==> src/rtl/digit_serial_adder.sv <==
// digit_serial_adder: adds or subtracts two WIDTH-bit operands DIGIT bits per clock
// with valid/ready handshakes, producing sum, carry-out and signed overflow.
module digit_serial_adder #(
  parameter int WIDTH = 16,
  parameter int DIGIT = 4
) (
  input  logic             clk,
  input  logic             rst_n,
  input  logic             in_valid,
  output logic             in_ready,
  input  logic [WIDTH-1:0] a,
  input  logic [WIDTH-1:0] b,
  input  logic             cin,
  input  logic             sub,
  output logic             out_valid,
  input  logic             out_ready,
  output logic [WIDTH-1:0] sum,
  output logic             cout,
  output logic             ovf
);
  localparam int NDIG = WIDTH / DIGIT;
  localparam int CW = NDIG > 1 ? $clog2(NDIG) : 1;
  typedef enum logic [1:0] {IDLE, RUN, DONE} state_t;
  state_t state_q;
  logic [CW-1:0] cnt_q;
  logic carry_q, cout_q, ovf_q;
  logic [NDIG-1:0][DIGIT-1:0] a_q, b_q, sum_q;
  logic [DIGIT-1:0] s_d;
  logic c_d, cm_d;
  assign {c_d, s_d} = {1'b0, a_q[cnt_q]} + {1'b0, b_q[cnt_q]} + (DIGIT+1)'(carry_q);
  // Carry into a digit's top bit falls out of that bit's sum and operand bits.
  assign cm_d = s_d[DIGIT-1] ^ a_q[cnt_q][DIGIT-1] ^ b_q[cnt_q][DIGIT-1];
  always_ff @(posedge clk or negedge rst_n)
    if (!rst_n) begin
      state_q <= IDLE;
      cnt_q   <= '0;
      carry_q <= 1'b0;
      cout_q  <= 1'b0;
      ovf_q   <= 1'b0;
      a_q     <= '0;
      b_q     <= '0;
      sum_q   <= '0;
    end else
      case (state_q)
        IDLE: if (in_valid) begin
          a_q     <= a;
          b_q     <= sub ? ~b : b;
          carry_q <= sub | cin;
          cnt_q   <= '0;
          sum_q   <= '0;
          state_q <= RUN;
        end
        RUN: begin
          sum_q[cnt_q] <= s_d;
          carry_q      <= c_d;
          cnt_q        <= cnt_q + 1'b1;
          if (cnt_q == CW'(NDIG-1)) begin
            cout_q  <= c_d;
            ovf_q   <= cm_d ^ c_d;
            state_q <= DONE;
          end
        end
        DONE: if (out_ready) state_q <= IDLE;
        default: state_q <= IDLE;
      endcase
  assign in_ready  = state_q == IDLE;
  assign out_valid = state_q == DONE;
  assign sum       = sum_q;
  assign cout      = cout_q;
  assign ovf       = ovf_q;
endmodule
==> config.mk <==
export PLATFORM = sky130hd
export DESIGN_NAME = digit_serial_adder
export DESIGN_NICKNAME = d
export VERILOG_FILES = /design/src/rtl/digit_serial_adder.sv
export SDC_FILE = /design/constraint.sdc
export NUM_CORES = 1
export LEC_CHECK = 0
export CORE_MARGIN = 2
export CORE_UTILIZATION = 50
export DETAILED_ROUTE_END_ITERATION = 8
export GPL_TIMING_DRIVEN = 0
export PLACE_DENSITY = 0.86
export SLEW_MARGIN = 20
export SYNTH_ARGS = -nofsm -noshare
export SYNTH_HDL_FRONTEND = slang
export SYNTH_SLANG_ARGS = --single-unit
==> constraint.sdc <==
create_clock -name clk -period 3.5 [get_ports clk]
set_input_delay 0.7 -clock clk [delete_from_list [all_inputs] [get_ports clk]]
set_output_delay 0.7 -clock clk [all_outputs]
set_load 0.05 [all_outputs]
==> key figures, run 1 <==
Placement
  – Dpl ws: 0.3301 ns
  – Buffers on Ports: 56
  – DP Area: 0.003248 sq mm
  – DP Cell Count: 368
  – Routability Congestion: ~0.8
  – HPWL Detailed: 3.981 mm

Die
  – Starting Density: about half
  – DIE AREA: 0.005798 sq mm
  – Die X: roughly 76 um
  – Num ports: 58
  – Row cnt: 26
  – Die Y: 76.15 um
  – Core box area: slightly above 0.005 sq mm

Synthesis
  – Synth Register Bits: 55
  – Post-synthesis mux area share: 7.067%
  – XOR/XNOR Fraction of Synth Area: 7.260%
  – Mapped cell area: 0.002602 sq mm
  – Synth top area share: 52.88%
  – Ys async rst share: 100.0%
  – Synth Area in Compound Gates: 10.63%
  – Synth cell count leaders: nand2_1, dfrtp_1, o21ai_0
  – Yosys top cell by area: dfrtp_1
  – Adder-Cell Fraction of Synth Area: between 4 and 5%
  – Syn Inst Count: 242
  – Cells taking the most area after synthesis: dfrtp_1, nand2_1, xnor2_1
  – Sequential cell area fraction in the yosys report: 52.88%
  – Synth Area in Simple Gates: 13.99%
  – Syn. warnings: 0
  – Post-synth net total: approximately 290
  – Largest family of logic cells by synthesized area: simple AND/OR/NAND/NOR gates
  – Distinct cells, synth: 26
  – Most common cell in the netlist: nand2_1
  – EDFF count, synth: 0
  – Ys flop type: dfrtp_1
  – Syn Area/Cell: 10.75 sq um

CTS
  – CTS tree: done
  – Reg clk slew, reported paths: 0.10 ns
  – CTS Buffer Depth: 2
  – Post-CTS setup buffers: 0
  – Clk_lat worst skew: 0.31 ns
  – Root buf cell: clkbuf_8
  – Number of CTS-inserted buffers: 5
  – Cts repair resizes: 0
  – H-Tree Depth: 2
  – Cts hold-fix bufs: 0
  – Clock sinks: 55

Detailed routing
  – Router iterations before antenna repair: 4
  – Vias per cell: 5.221
  – Routed WL per cell: ~14 um
  – DRC Markers: 0
  – 1st-iter DRT viols: 85
  – Vias: 1,963
  – Post-route ant nets: 0
  – Routed WL: 5.307 mm

Final layout
  – # diodes: 0
  – Fillers: around 420
  – P&R area growth vs syn: 29.33%
  – Nets: ~350
  – Post-route cell area: 0.003366 sq mm
  – Final design utilization: between 60% and 70%
  – Final Non-Filler Cells: 376
  – Layout cells sized above 1: 6.863%

GRT
  – Antenna violations before repair: 0
  – Vias in the first global route: 2,003
  – First-pass GRT wire length: 9.156 mm
  – Total GRT Usage: 19.65%
  – Total gr overflow: 0
  – Largest net degree at the start of global routing: between 50 and 60

Flow run
  – MaxCap Viol Count: 0

Timing
  – Final WS setup: around 0.32 ns
  – Rel. slew slack: 55.43%
  – Worst-Margin Slew: 0.6685 ns
  – Unrepaired setup endpoints after global routing: no
  – Clock Skews: 0.003480 ns
  – Fin. max-slew vios: 0
  – Final-report hold violation count: 0
  – Hold Slack: between 0.4 and 0.5 ns
  – Total negative slack: 0 ns
  – Fmax: 314.1 MHz
  – Part of the cycle the worst path needs: 90.96%
  – Clock period minus worst slack: 3.184 ns
  – Finish-stage setup viols: 0

Worst setup path
  – Critical setup path kind: reg2reg
  – CP endpoint kind: flop
  – Worst path required time: 3.70 ns
  – Worst reg-to-reg path cell count: 9
  – Startpoint types: flop
  – Crit path DAT: roughly 3.4 ns
  – Worst-path fanout max: 10

Outcome
  – Status: finished clean

Power and ir drop
  – Sw frac: a little over two fifths
  – Pwr Density: 1055 mW/mm^2
  – Comb pwr share: ~57%
  – Int Power: 2.022 mW
  – Worst ir drop on vdd: between 0.6 and 0.7 mV
  – Clock power frac: 12.3%
  – P_sw: 1.529 mW
  – Seq pwr share: a little under a third
  – Total power: 3.552 mW
  – P_leak: approximately 1.5 nW

Hold path
  – HP Class: in2async
==> cell usage in the layout (no fill, tap or decap) <==
cell             netlist  final
a21o_1                 1      1
a21o_2                 1      1
a21oi_1                2      2
a22o_1                12     12
and2_1                 5      5
buf_2                  1      1
buf_4                  0      1
buf_6                  1      1
bufinv_16              0      1
clkbuf_1               8      8
clkbuf_8               2      8
clkdlybuf4s50_1        0     55
clkinv_2               0      1
dfrtp_1               55     55
fa_1                   2      2
ha_1                   7      7
inv_1                  3      3
mux4_1                 1      1
mux4_2                 7      7
nand2_1               76     76
nand2b_1               2      2
nand3_1                2      2
nor2_1                 5      5
nor2b_1                1      1
o211ai_1               1      1
o21ai_0               25     25
o21ai_1                1      1
o31ai_1                1      1
xnor2_1               19     19
xnor3_1                1      1
==> worst paths after layout <==
check	slack, ns	end	startpoint
worst max-delay path	0.32	ovf	cnt_q[0]
worst min-delay path	0.41	sum[14]	rst_n
worst max register to register	0.32	ovf	cnt_q[0]
worst min register to register	0.49	a_q[3]	a_q[3]
max in group asynchronous	2.64	sum[5]	rst_n
min in group clk	0.49	a_q[3]	a_q[3]
==> per-layer routing <==
metal | share of wire (%) | wire length, um | up-vias | track usage, %
li1 | - | - | 938 | -
met1 | 43 | 2272 | 963 | 24.72
met2 | 51 | 2727 | 53 | 33.93
met3 | 4.4 | 232 | 9 | 4.028
met4 | 1.4 | 74 | 0 | 7.091
met5 | 0 | 0 | - | 0
==> critical path, stage by stage (launching register included) <==
cell,delay [ns]
dfrtp_1,0.45
buf_6,0.20
mux4_2,0.53
fa_1,0.44
fa_1,0.42
a21o_2,0.24
a21oi_1,0.26
xnor3_1,0.29
xnor2_1,0.17
o21ai_1,0.07
==> cells by family (layout without fill, tap and decap cells) <==
| kind of cell | Yosys count | count (layout) |
|---|---|---|
| AND/OR/NAND/NOR | 91 | 91 |
| flip-flops | 55 | 55 |
| AO/OA/AOI/OAI | 44 | 44 |
| XOR/XNOR | 20 | 20 |
| buffers and inverters | 15 | 79 |
| adder cells (fa/ha/maj) | 9 | 9 |
| multiplexers | 8 | 8 |
==> registers in the layout, summed over array words and instances, names as in the netlist <==
name,count
ovf,1
carry_q,1
state_q,2
cnt_q,2
b_q,16
sum,16
a_q,16
cout,1
==> cell type report <==
| cell class | count | area [sq um] | share of cell area [%] |
|---|---|---|---|
| sequential | 55 | 1376 | 40.89 |
| multi-input combinational | 172 | 1141 | 33.90 |
| timing repair buffer | 56 | 558.0 | 16.58 |
| tap | 70 | 87.58 | 2.602 |
| clock buffer | 6 | 82.58 | 2.454 |
| buffer | 12 | 73.82 | 2.193 |
| clock inverter | 2 | 35.03 | 1.041 |
| inverter | 3 | 11.26 | 0.3346 |
==> power by group through the flow <==
stage / registers (mW) / logic [mW] / clock network, mW
3_5_place_dp: 1.09 / 2.05 / 0
3_3_place_gp: 1.07 / 1.98 / 0
6_report: 1.08 / 2.04 / 0.437
2_1_floorplan: 1.28 / 1.26 / 0
4_1_cts: 1.08 / 2.07 / 0.437
5_1_grt: 1.11 / 2.21 / 0.460
(Power assumes the default switching activity.)
==> run 2: changes to the inputs <==
- CORE_MARGIN: 2 -> 3
- RECOVER_POWER: default -> 100
- SLEW_MARGIN: 20 -> default
==> run 2 against run 1 <==
  * The flow now finishes with violations (max-capacitance violations, max-slew violations)
  * Clock-buffer cell count is 1 lower
  * Die area is 5.3% higher
  * Clock skew is 0.0047 ns higher
  * Highest routed layer unchanged
  * Final area is 0.26% lower
  * Non-clock buffer count is 1 higher
  * Flip-flop and latch count stayed put
==> key figures, run 2 (same netlist as run 1, synthesis figures left out) <==
Final layout
  – Nets: 353 (+0.28%)
  – Post-route cell area: 0.003357 sq mm (-0.26%)
  – P&R area growth vs syn: 28.99%
  – Commonest non-fill, non-tap cell in the layout: nand2_1
  – Layout cells sized above 1: 6.515% (-0.35 points)
  – Most frequent cells in the layout: nand2_1, dfrtp_1, clkdlybuf4s50_1, o21ai_0, dlygate4sd3_1
  – # diodes: 0 (unchanged)

Hold path
  – HP Class: reg2reg

Detailed routing
  – Post-route ant nets: 0 (unchanged)
  – Routed WL: 5.447 mm (+2.6%)
  – Router iterations before antenna repair: 4 (unchanged)
  – Vias per cell: 5.174 (-0.90%)
  – Vias: 1,935 (-1.4%)
  – 1st-iter DRT viols: 108 (+27%)
  – DRC Markers: 0 (unchanged)
  – Routed WL per cell: 14.56 um (+3.2%)

Die
  – DIE AREA: 0.006107 sq mm (+5.3%)
  – Die X: 78.15 um (+2.6%)
  – Core box area: 0.004880 sq mm (-3.8%)
  – Row cnt: 25 (-3.8%)
  – Die Y: 78.15 um (+2.6%)
  – Num ports: 58 (unchanged)
  – Starting Density: 53.33% (+2.1 points)

CTS
  – Cts repair resizes: 0 (unchanged)
  – H-Tree Depth: 2 (unchanged)
  – Reg clk slew, reported paths: 0.10 ns (about the same)
  – Clk_lat worst skew: 0.31 ns (about the same)
  – Post-CTS setup buffers: 0 (unchanged)
  – Cts hold-fix bufs: 0 (unchanged)
  – Clock sinks: 55 (unchanged)
  – CTS Buffer Depth: 2 (unchanged)
  – Number of CTS-inserted buffers: 5 (unchanged)
  – Root buf cell: clkbuf_8
  – CTS tree: done

Outcome
  – Status: finished, violations left
  – Failing checks: max-capacitance violations, max-slew violations

Worst setup path
  – Most used cell, CP: fa_1
  – Number of buffers and inverters on the critical path: 1 (unchanged)
  – Critical path, cell by cell: buf_6, mux4_2, fa_1, fa_1, a21o_2, a21oi_1, xnor3_1, xnor2_1, o21ai_1
  – CP endpoint kind: flop
  – Largest stage delay, worst path: 0.56 ns (+0.03 ns)
  – Worst-path fanout max: 10 (unchanged)
  – CP top delay family: adder cells
  – Slowest cell on the critical path: mux4_2
  – Startpoint types: flop
  – Critical setup path kind: reg2reg
  – Worst path required time: 3.74 ns (+0.04 ns)
  – Crit path DAT: 3.51 ns (+0.12 ns)

GRT
  – Antenna violations before repair: 0 (unchanged)
  – Total GRT Usage: 19.34% (-0.31 points)
  – Vias in the first global route: 1,993 (-0.50%)
  – First-pass GRT wire length: 9.232 mm (+0.83%)
  – Total gr overflow: 0 (unchanged)
  – Largest net degree at the start of global routing: 38 (-32%)

Timing
  – Finish-stage setup viols: 0 (unchanged)
  – Final-report hold violation count: 0 (unchanged)
  – Fmax: 305.4 MHz (-2.8%)
  – Hold Slack: 0.4841 ns (+0.07166 ns)
  – Clock Skews: 0.008210 ns (+0.004731 ns)
  – Unrepaired setup endpoints after global routing: no
  – Clock period minus worst slack: 3.274 ns (+0.09042 ns)
  – Rel. slew slack: -25.90% (-81 points)
  – Worst-Margin Slew: 1.888 ns (+1.220 ns)
  – Total negative slack: 0 ns (unchanged)
  – Fin. max-slew vios: 38 (+38)
  – Final WS setup: 0.2258 ns (-0.09042 ns)
  – Part of the cycle the worst path needs: 93.55% (+2.6 points)

Placement
  – Routability Congestion: 0.7872 (-3.5%)
  – HPWL Detailed: 4.120 mm (+3.5%)
  – Dpl ws: 0.2801 ns (-0.04999 ns)
  – Buffers on Ports: 56 (unchanged)
  – DP Area: 0.003262 sq mm (+0.42%)

Power and ir drop
  – Pwr Density: 1045 mW/mm^2 (-0.96%)
  – Total power: 3.509 mW (-1.2%)
  – P_leak: 1.578 nW (+2.7%)
  – Worst ir drop on vdd: 0.4748 mV (-25%)

Flow run
  – MaxCap Viol Count: 1 (+1)
run 2: cell count changes in the layout (fill, tap and decap cells not counted):
cell	change
clkdlybuf4s50_1	-21
and2_1	-1
clkinv_4	+1
clkbuf_1	+2
buf_4	-1
and2_0	+1
clkbuf_8	-1
dlygate4sd3_1	+21
run 2: final cells by class:
type                    instances  area, sq um
multi-input cells             172         1141
inverters                       3        11.26
flip-flops and latches         55         1376
well taps                      67        83.83
clock buffers                   5        68.82
fillers                       376         1523
plain buffers                  12        73.82
repair buffers                 57        558.0
clock inverters                 3        43.79
run 2: per-stage QoR:
step | utilization, % | cells
6_report | 68.79 | 374
3_3_place_gp | 66.54 | 365
2_1_floorplan | - | 242
4_1_cts | 69.15 | 374
5_1_grt | 68.79 | 374
3_5_place_dp | 66.85 | 366
run 2: metal layers:
metal | up-vias | global-route usage (%) | wire [um]
met5 | - | 0 | 0
met4 | 0 | 4.895 | 58
met3 | 7 | 3.899 | 240
met2 | 51 | 35.36 | 2807
met1 | 938 | 23.32 | 2340
li1 | 939 | - | -
run 2: power by group:
group | internal, mW | switching [mW]
logic | 0.844 | 1.18
clock network | 0.213 | 0.204
registers | 0.918 | 0.152
run 2: final timing paths:
path / to / slack [ns] / start / cells after the start
setup / recovery: ovf / 0.23 / cnt_q[0] / 9
hold / removal: b_q[0] / 0.48 / b_q[0] / 2
setup reg to reg: ovf / 0.23 / cnt_q[0] / 9
hold reg to reg: b_q[0] / 0.48 / b_q[0] / 2
max in group asynchronous: state_q[1] / 0.72 / rst_n / 2
min in group asynchronous: b_q[4] / 0.51 / rst_n / 1
run 2: worst min-delay path, delay by kind of cell, from the launching register on:
kind | cells | cell delay, ns
AOI/OAI and AO/OA | 1 | 0.06
DFF | 1 | 0.35
and+or+nand+nor | 1 | 0.04
